===== src/rtl/cx_stream_upsizer.sv =====
// cx_stream_upsizer: packs RATIO narrow stream beats into one wide word and
// queues finished words in a small output FIFO. Words close early on tlast
// or when tid changes mid-word; unfilled lanes go out as zero data/strobe.
module cx_stream_upsizer #(
    parameter int unsigned IN_WIDTH   = 32,
    parameter int unsigned RATIO      = 4,
    parameter int unsigned ID_WIDTH   = 8,
    parameter int unsigned FIFO_DEPTH = 4
) (
    input  logic                                 clk,
    input  logic                                 rst,
    input  logic                                 s_tvalid,
    output logic                                 s_tready,
    input  logic [IN_WIDTH-1:0]                  s_tdata,
    input  logic [IN_WIDTH/8-1:0]                s_tstrb,
    input  logic                                 s_tlast,
    input  logic [ID_WIDTH-1:0]                  s_tid,
    output logic                                 m_tvalid,
    input  logic                                 m_tready,
    output logic [IN_WIDTH*RATIO-1:0]            m_tdata,
    output logic [IN_WIDTH*RATIO/8-1:0]          m_tstrb,
    output logic                                 m_tlast,
    output logic [ID_WIDTH-1:0]                  m_tid,
    output logic [$clog2(FIFO_DEPTH+1)-1:0]      count
);

    localparam int unsigned IN_STRB   = IN_WIDTH / 8;
    localparam int unsigned OUT_WIDTH = IN_WIDTH * RATIO;
    localparam int unsigned OUT_STRB  = OUT_WIDTH / 8;
    localparam int unsigned LANE_W    = $clog2(RATIO);
    localparam int unsigned PTR_W     = $clog2(FIFO_DEPTH);
    localparam int unsigned CNT_W     = $clog2(FIFO_DEPTH + 1);

    // Packer state
    logic [LANE_W-1:0]                  lane_cnt_q, lane_cnt_d;
    logic [ID_WIDTH-1:0]                cur_id_q, cur_id_d;
    logic [RATIO-1:0][IN_WIDTH-1:0]     lane_data_q, lane_data_d;
    logic [RATIO-1:0][IN_STRB-1:0]      lane_strb_q, lane_strb_d;

    // FIFO state
    logic [FIFO_DEPTH-1:0][OUT_WIDTH-1:0] mem_data_q;
    logic [FIFO_DEPTH-1:0][OUT_STRB-1:0]  mem_strb_q;
    logic [FIFO_DEPTH-1:0]                mem_last_q;
    logic [FIFO_DEPTH-1:0][ID_WIDTH-1:0]  mem_id_q;
    logic [PTR_W-1:0]                     wr_ptr_q, wr_ptr_d;
    logic [PTR_W-1:0]                     rd_ptr_q, rd_ptr_d;
    logic [CNT_W-1:0]                     count_q, count_d;

    // Handshake and word-assembly signals
    logic                               full_c, flush_c, flush_push_c;
    logic                               accept_c, complete_c, push_c, pop_c;
    logic [RATIO-1:0][IN_WIDTH-1:0]     word_data_c;
    logic [RATIO-1:0][IN_STRB-1:0]      word_strb_c;
    logic                               word_last_c;
    logic [ID_WIDTH-1:0]                word_id_c;

    // Flow control: full comes from the registered count only
    always_comb begin
        full_c       = (count_q == CNT_W'(FIFO_DEPTH));
        flush_c      = s_tvalid && (lane_cnt_q != '0) && (s_tid != cur_id_q);
        flush_push_c = flush_c && !full_c;
        s_tready     = !rst && !full_c && !flush_c;
        accept_c     = s_tvalid && s_tready;
        complete_c   = accept_c && (s_tlast || (lane_cnt_q == LANE_W'(RATIO - 1)));
        push_c       = complete_c || flush_push_c;
        m_tvalid     = (count_q != '0);
        pop_c        = m_tvalid && m_tready;
    end

    // Word assembly: filled lanes from buffers, current beat in its lane, rest zero
    always_comb begin
        word_data_c = '0;
        word_strb_c = '0;
        for (int unsigned i = 0; i < RATIO; i++) begin
            if (LANE_W'(i) < lane_cnt_q) begin
                word_data_c[i] = lane_data_q[i];
                word_strb_c[i] = lane_strb_q[i];
            end else if (accept_c && (LANE_W'(i) == lane_cnt_q)) begin
                word_data_c[i] = s_tdata;
                word_strb_c[i] = s_tstrb;
            end
        end
        word_last_c = complete_c && s_tlast;
        word_id_c   = (lane_cnt_q == '0) ? s_tid : cur_id_q;
    end

    // Packer next state
    always_comb begin
        lane_cnt_d  = lane_cnt_q;
        cur_id_d    = cur_id_q;
        lane_data_d = lane_data_q;
        lane_strb_d = lane_strb_q;
        if (accept_c && (lane_cnt_q == '0)) begin
            cur_id_d = s_tid;
        end
        if (push_c) begin
            lane_cnt_d = '0;
        end else if (accept_c) begin
            lane_data_d[lane_cnt_q] = s_tdata;
            lane_strb_d[lane_cnt_q] = s_tstrb;
            lane_cnt_d              = lane_cnt_q + LANE_W'(1);
        end
    end

    // FIFO pointer/count next state
    always_comb begin
        wr_ptr_d = wr_ptr_q + PTR_W'(push_c);
        rd_ptr_d = rd_ptr_q + PTR_W'(pop_c);
        count_d  = count_q + CNT_W'(push_c) - CNT_W'(pop_c);
    end

    // Packer registers; reset discards any partial word
    always_ff @(posedge clk or posedge rst) begin
        if (rst) begin
            lane_cnt_q  <= '0;
            cur_id_q    <= '0;
            lane_data_q <= '0;
            lane_strb_q <= '0;
        end else begin
            lane_cnt_q  <= lane_cnt_d;
            cur_id_q    <= cur_id_d;
            lane_data_q <= lane_data_d;
            lane_strb_q <= lane_strb_d;
        end
    end

    // FIFO storage and pointers; storage cleared so outputs read zero after reset
    always_ff @(posedge clk or posedge rst) begin
        if (rst) begin
            mem_data_q <= '0;
            mem_strb_q <= '0;
            mem_last_q <= '0;
            mem_id_q   <= '0;
            wr_ptr_q   <= '0;
            rd_ptr_q   <= '0;
            count_q    <= '0;
        end else begin
            if (push_c) begin
                mem_data_q[wr_ptr_q] <= word_data_c;
                mem_strb_q[wr_ptr_q] <= word_strb_c;
                mem_last_q[wr_ptr_q] <= word_last_c;
                mem_id_q[wr_ptr_q]   <= word_id_c;
            end
            wr_ptr_q <= wr_ptr_d;
            rd_ptr_q <= rd_ptr_d;
            count_q  <= count_d;
        end
    end

    // Head entry drives the output stream
    always_comb begin
        m_tdata = mem_data_q[rd_ptr_q];
        m_tstrb = mem_strb_q[rd_ptr_q];
        m_tlast = mem_last_q[rd_ptr_q];
        m_tid   = mem_id_q[rd_ptr_q];
        count   = count_q;
    end

endmodule

===== config.mk =====
export PLATFORM = sky130hd
export DESIGN_NAME = cx_stream_upsizer
export DESIGN_NICKNAME = d
export VERILOG_FILES = /design/src/rtl/cx_stream_upsizer.sv
export SDC_FILE = /design/constraint.sdc
export NUM_CORES = 2
export LEC_CHECK = 0
export BUFFER_PORTS_ARGS = -buffer_cell sky130_fd_sc_hd__buf_2
export CAP_MARGIN = 20
export CORE_ASPECT_RATIO = 1.2
export CORE_MARGIN = 4
export CORE_UTILIZATION = 24
export DETAILED_ROUTE_END_ITERATION = 7
export GPL_TIMING_DRIVEN = 0
export HOLD_SLACK_MARGIN = 0.15
export PLACE_DENSITY = 0.35
export REMOVE_ABC_BUFFERS = 1
export SYNTH_ARGS = -nofsm -noshare
export SYNTH_HDL_FRONTEND = slang
export SYNTH_SLANG_ARGS = --single-unit
export TNS_END_PERCENT = 100

===== constraint.sdc =====
create_clock -name clk -period 29.8 [get_ports clk]
set_input_delay 1.49 -clock clk [delete_from_list [all_inputs] [get_ports clk]]
set_output_delay 1.49 -clock clk [all_outputs]
set_load 0.02 [all_outputs]

# Yosys cells after proc, flatten, opt, wreduce, memory -nomap -nowiden
# Index checks and enable logic that the tools add are counted.
[word_totals]
regBits = 773
input_bits = 49
output_inout_bits = 158
wordCells = 117
[classes]
add_sub_neg = 5
order_cmp = 9
eq_ne = 6
n_mux = 45
bitwise = 1
reduce_logical = 25
[op_table]
columns = ["op", "n"]
rows = [
  ["$bwmux W512", 1],
  ["$mux W32", 9],
  ["$bmux W128 S2", 1],
  ["$demux W128 S2", 1],
  ["$mux W128", 2],
  ["$bwmux W128", 1],
  ["$bwmux W64", 1],
  ["$demux W32 S2", 1],
  ["$mux W4", 9],
  ["$bmux W16 S2", 1],
  ["$bwmux W32", 1],
  ["$demux W16 S2", 1],
  ["$mux W16", 2],
  ["$mux W8", 3],
  ["$bmux W8 S2", 1],
  ["$bwmux W16", 1],
  ["$demux W8 S2", 1],
  ["$logic_and A1 B1 Y1", 15],
  ["$lt A2 B3 Y1 const B", 3],
  ["$demux W4 S2", 1],
  ["$ne A8 B8 Y1", 1],
  ["$add A2 B1 Y2", 2],
  ["$bwmux W4", 1],
  ["$eq A2 B2 Y1 const A", 2],
  ["20 further kinds", 29],
]

# Longest topological paths before layout
[depth]
word_depth = 10
mapped_depth = 14
ltp_nobuf = 11

# Least setup slack after synthesis
# No wires, ideal clock.
[synth_timing]
kind = "input -> output"
startpoint = "input s_tid[2]"
endpoint = "output s_tready"
t_arrival_ns = 2.661
required_time_ns = 28.310
path_slack_ns = 25.649
cell_stages = 7
path_buffers = 3
path_cell_list = "xnor2_1 > nand4_1 > o21bai_1 > buf_4 > buf_2 > buf_2 > o21a_1"
[synth_via]
elab_chain_cells = 4
[synth_lines]
columns = ["item", "line_no", "source"]
rows = [
  ["start: declaration", "17", "input logic [ID_WIDTH-1:0] s_tid,"],
  ["$ne A8 B8 Y1", "60", "flush_c = s_tvalid && (lane_cnt_q != '0) && (s_tid != cur_id_q);"],
  ["$logic_and A1 B1 Y1", "60", ""],
  ["$logic_not A1 Y1", "62", "s_tready = !rst && !full_c && !flush_c;"],
  ["$logic_and A1 B1 Y1", "62", ""],
  ["end: declaration", "13", "output logic s_tready,"],
]
# Every way passes these cells.

# Worst setup path after layout
[layout_timing]
startpoint = "register rd_ptr_q[1]"
endpoint = "output m_tdata[5]"
[layout_via]
elab_chain_cells = 2
[layout_lines]
columns = ["item", "line_no", "source"]
rows = [
  ["start: declaration", "46", "logic [PTR_W-1:0] rd_ptr_q, rd_ptr_d;"],
  ["start signal: assignment", "145", "rd_ptr_q <= rd_ptr_d;"],
  ["$bmux W128 S2", "152", "m_tdata = mem_data_q[rd_ptr_q];"],
  ["$mux W128 (implied by the code)", "152", ""],
  ["end: declaration", "20", "output logic [IN_WIDTH*RATIO-1:0] m_tdata,"],
]
# Every way passes these cells. The select of a mux whose other input is x is not followed.

==> summary.txt <==
Place
  • Port Buffers: roughly 210
  • DP Area: 39000 µm²
  • DP Cell Count: 4497
  • Place WS: 24780 ps
  • Gp weighted congestion: about 0.64
  • HPWL Detailed: 69900 µm

Logic synthesis
  • Post-synth cell types: 43
  • Synthesized instance count: 2446
  • Syn_area_per_cell: around 14 µm²
  • Mapped cell area: 34600 µm²
  • Count leader, synth: dfrtp_1
  • Synthesis warning total: 0
  • Seq/Total Area, Yosys: 53.3%
  • Number of enable flip-flop cells after synthesis: 0
  • Ys flop type: dfrtp_1
  • Most frequent cells after synthesis: dfrtp_1, mux2_2, inv_1
  • FF+latch count, synth: 737
  • Post-synth top area share: 53.3%
  • Top post-synthesis cells by area: dfrtp_1, mux2_2, mux4_2
  • Cell accounting for the most synthesized area: dfrtp_1
  • Ys async rst share: 100%

Setup path
  • CP required: 28310 ps
  • Crit end category: output port
  • CP Launch Type: flop
  • WS Path Type: flop to output port
  • CP bufs+invs: 3
  • Max incr delay on CP: around 870 ps
  • Worst EP arrival: 3020 ps
  • CP max stage cell: dfrtp_4
  • CP max FO: 38
  • Most frequent CP cell: buf_16
  • Delay-heaviest family, CP: flip-flops
  • Flop-to-flop setup slack: 25540 ps
  • Worst Reg-to-Reg Cells: 12
  • Crit. path cell count: 4
  • Crit path cell chain: buf_16, buf_16, mux4_2, buf_2

Timing
  • Clock Skews: 24.7 ps
  • Final worst path period share: 15.2%
  • Final Max Slew Viols: 0
  • Least-Margin Pin Slew: ~870 ps
  • PnR worst setup slack: 25290 ps
  • Hold slack: 495 ps
  • Max Clk Rate: 0.221 GHz
  • Final hold violations: 0
  • Max-slew headroom: a little over two fifths
  • Fin Setup TNS: 0 ps
  • Final setup fails: 0
  • RSZ-0062 raised after global routing: no
  • Tmin final: 4520 ps

Clocking
  • Num CTS Buffers: 90
  • Post_cts resized: 0
  • CTS tree: built
  • Clock tree sinks: 737
  • Worst-Skew Late Latency: 700 ps
  • Clk pin slew, worst setup/hold paths: 60 ps
  • # hold bufs at CTS: 0
  • Htree depth: 3
  • Postcts setup bufs: 0
  • Bufs on Longest Clock Path: 3
  • Clk root buf: clkbuf_16

Die
  • Die Ht: 424 µm
  • Initial core utilization: between 20% and 30%
  • Core Rows: 152
  • Die area: 150000 µm²
  • Die X: 355 µm
  • Core Footprint: 143000 µm²
  • IO Pins: 207

Final layout
  • Layout Nets: around 2.7k
  • Final Non-Filler Cells: approximately 4.7k
  • Area delta synth->final: 21.7%
  • Final instance area: 42100 µm²
  • Fin util: 29.4%
  • Fraction of layout cells with a size suffix above 1: 39.1%

Routing
  • Pre-antenna DRT Iters: 5
  • DR vias/cell: 4.46
  • Vias: 20.8k
  • Post-route ant nets: 0
  • Final wirelength: 108000 µm
  • Drt drc: 0
  • Wire per inst: 23.2 µm
  • Initial DRC count: around 1.1k

Power and ir drop
  • Pwr/cell area: between 100 and 150 nW/µm²
  • Pwr Total: 4.40 mW
  • IR drop worst, VDD: 0.0000769 V
  • Lkg Pwr: 18.6 nW

GRT
  • Initial antenna violation count: 4
  • Largest net degree at the start of global routing: between 100 and 150
  • Vias in the first global route: around 24k
  • Tot GR Track Use: around 15%
  • First-pass GRT wire length: 163000 µm
  • Global route overflow: 0

Run status
  • Status: complete, no violations

Hold path
  • HP Class: flop to flop
  • Hold path depth: 1

Flow run
  • Max-cap violations: 0
-- sequential cells by signal, summed over array words and instances, names as in the netlist --
register     flops
mem_data_q     512
lane_data_q     96
rd_ptr_q         2
mem_last_q       4
lane_strb_q     12
mem_strb_q      64
mem_id_q        32
count            3
lane_cnt_q       2
cur_id_q         8
wr_ptr_q         2
-- logic make-up after synthesis --
logic type	synth area share, %
mux	32.8
fa+ha+maj	0.347
compound gates	2.81
buf+inv	6.80
simple gates	3.69
flops	53.3
xor+xnor	0.304
-- power by group --
part	internal (mW)	switching [mW]	total (mW)	leakage [nW]
logic	0.753	0.968	1.72	7.27
registers	1.34	0.203	1.55	9.88
clock network	0.681	0.451	1.13	1.51
total	2.78	1.62	4.40	18.6
-- final timing paths --
path                                  from              end
setup / recovery               rd_ptr_q[1]       m_tdata[5]
hold / removal             lane_data_q[27]  lane_data_q[27]
setup reg to reg             lane_cnt_q[1]  mem_data_q[358]
hold reg to reg            lane_data_q[27]  lane_data_q[27]
max in group asynchronous              rst  mem_data_q[423]
min in group asynchronous              rst      rd_ptr_q[0]
-- area by class of cell --
class / instances / area (µm²)
fillers: 14400 / 101000
multi-input cells: 1207 / 13900
flip-flops and latches: 737 / 18500
diodes: 1 / 2.50
well taps: 1925 / 2410
clock buffers: 141 / 2730
repair buffers: 294 / 2980
clock inverters: 28 / 350
inverters: 334 / 1260
-- routing by layer --
| layer | wire length, µm | track usage [%] | vias to the layer above |
|---|---|---|---|
| met1 | 48200 | 19.0 | 11200 |
| met4 | 2580 | 4.43 | 2 |
| met2 | 52200 | 24.3 | 372 |
| met5 | 13 | 0 | - |
| li1 | - | - | 9092 |
| met3 | 5430 | 3.25 | 137 |
-- placed cells by master (no fill, tap or decap), types with 15 or more instances in the layout --
cell,synthesis,final
and3_1,74,73
mux2_2,412,412
clkbuf_1,47,25
buf_12,8,36
and3_4,30,31
buf_16,0,36
clkbuf_8,0,24
mux2i_1,320,320
a21oi_1,22,19
buf_8,0,15
buf_2,65,205
a32o_1,22,22
a32oi_1,50,50
nor2b_1,31,30
inv_1,333,332
clkbuf_16,0,92
dfrtp_1,737,734
mux4_2,153,153
(Power assumes the default switching activity.)
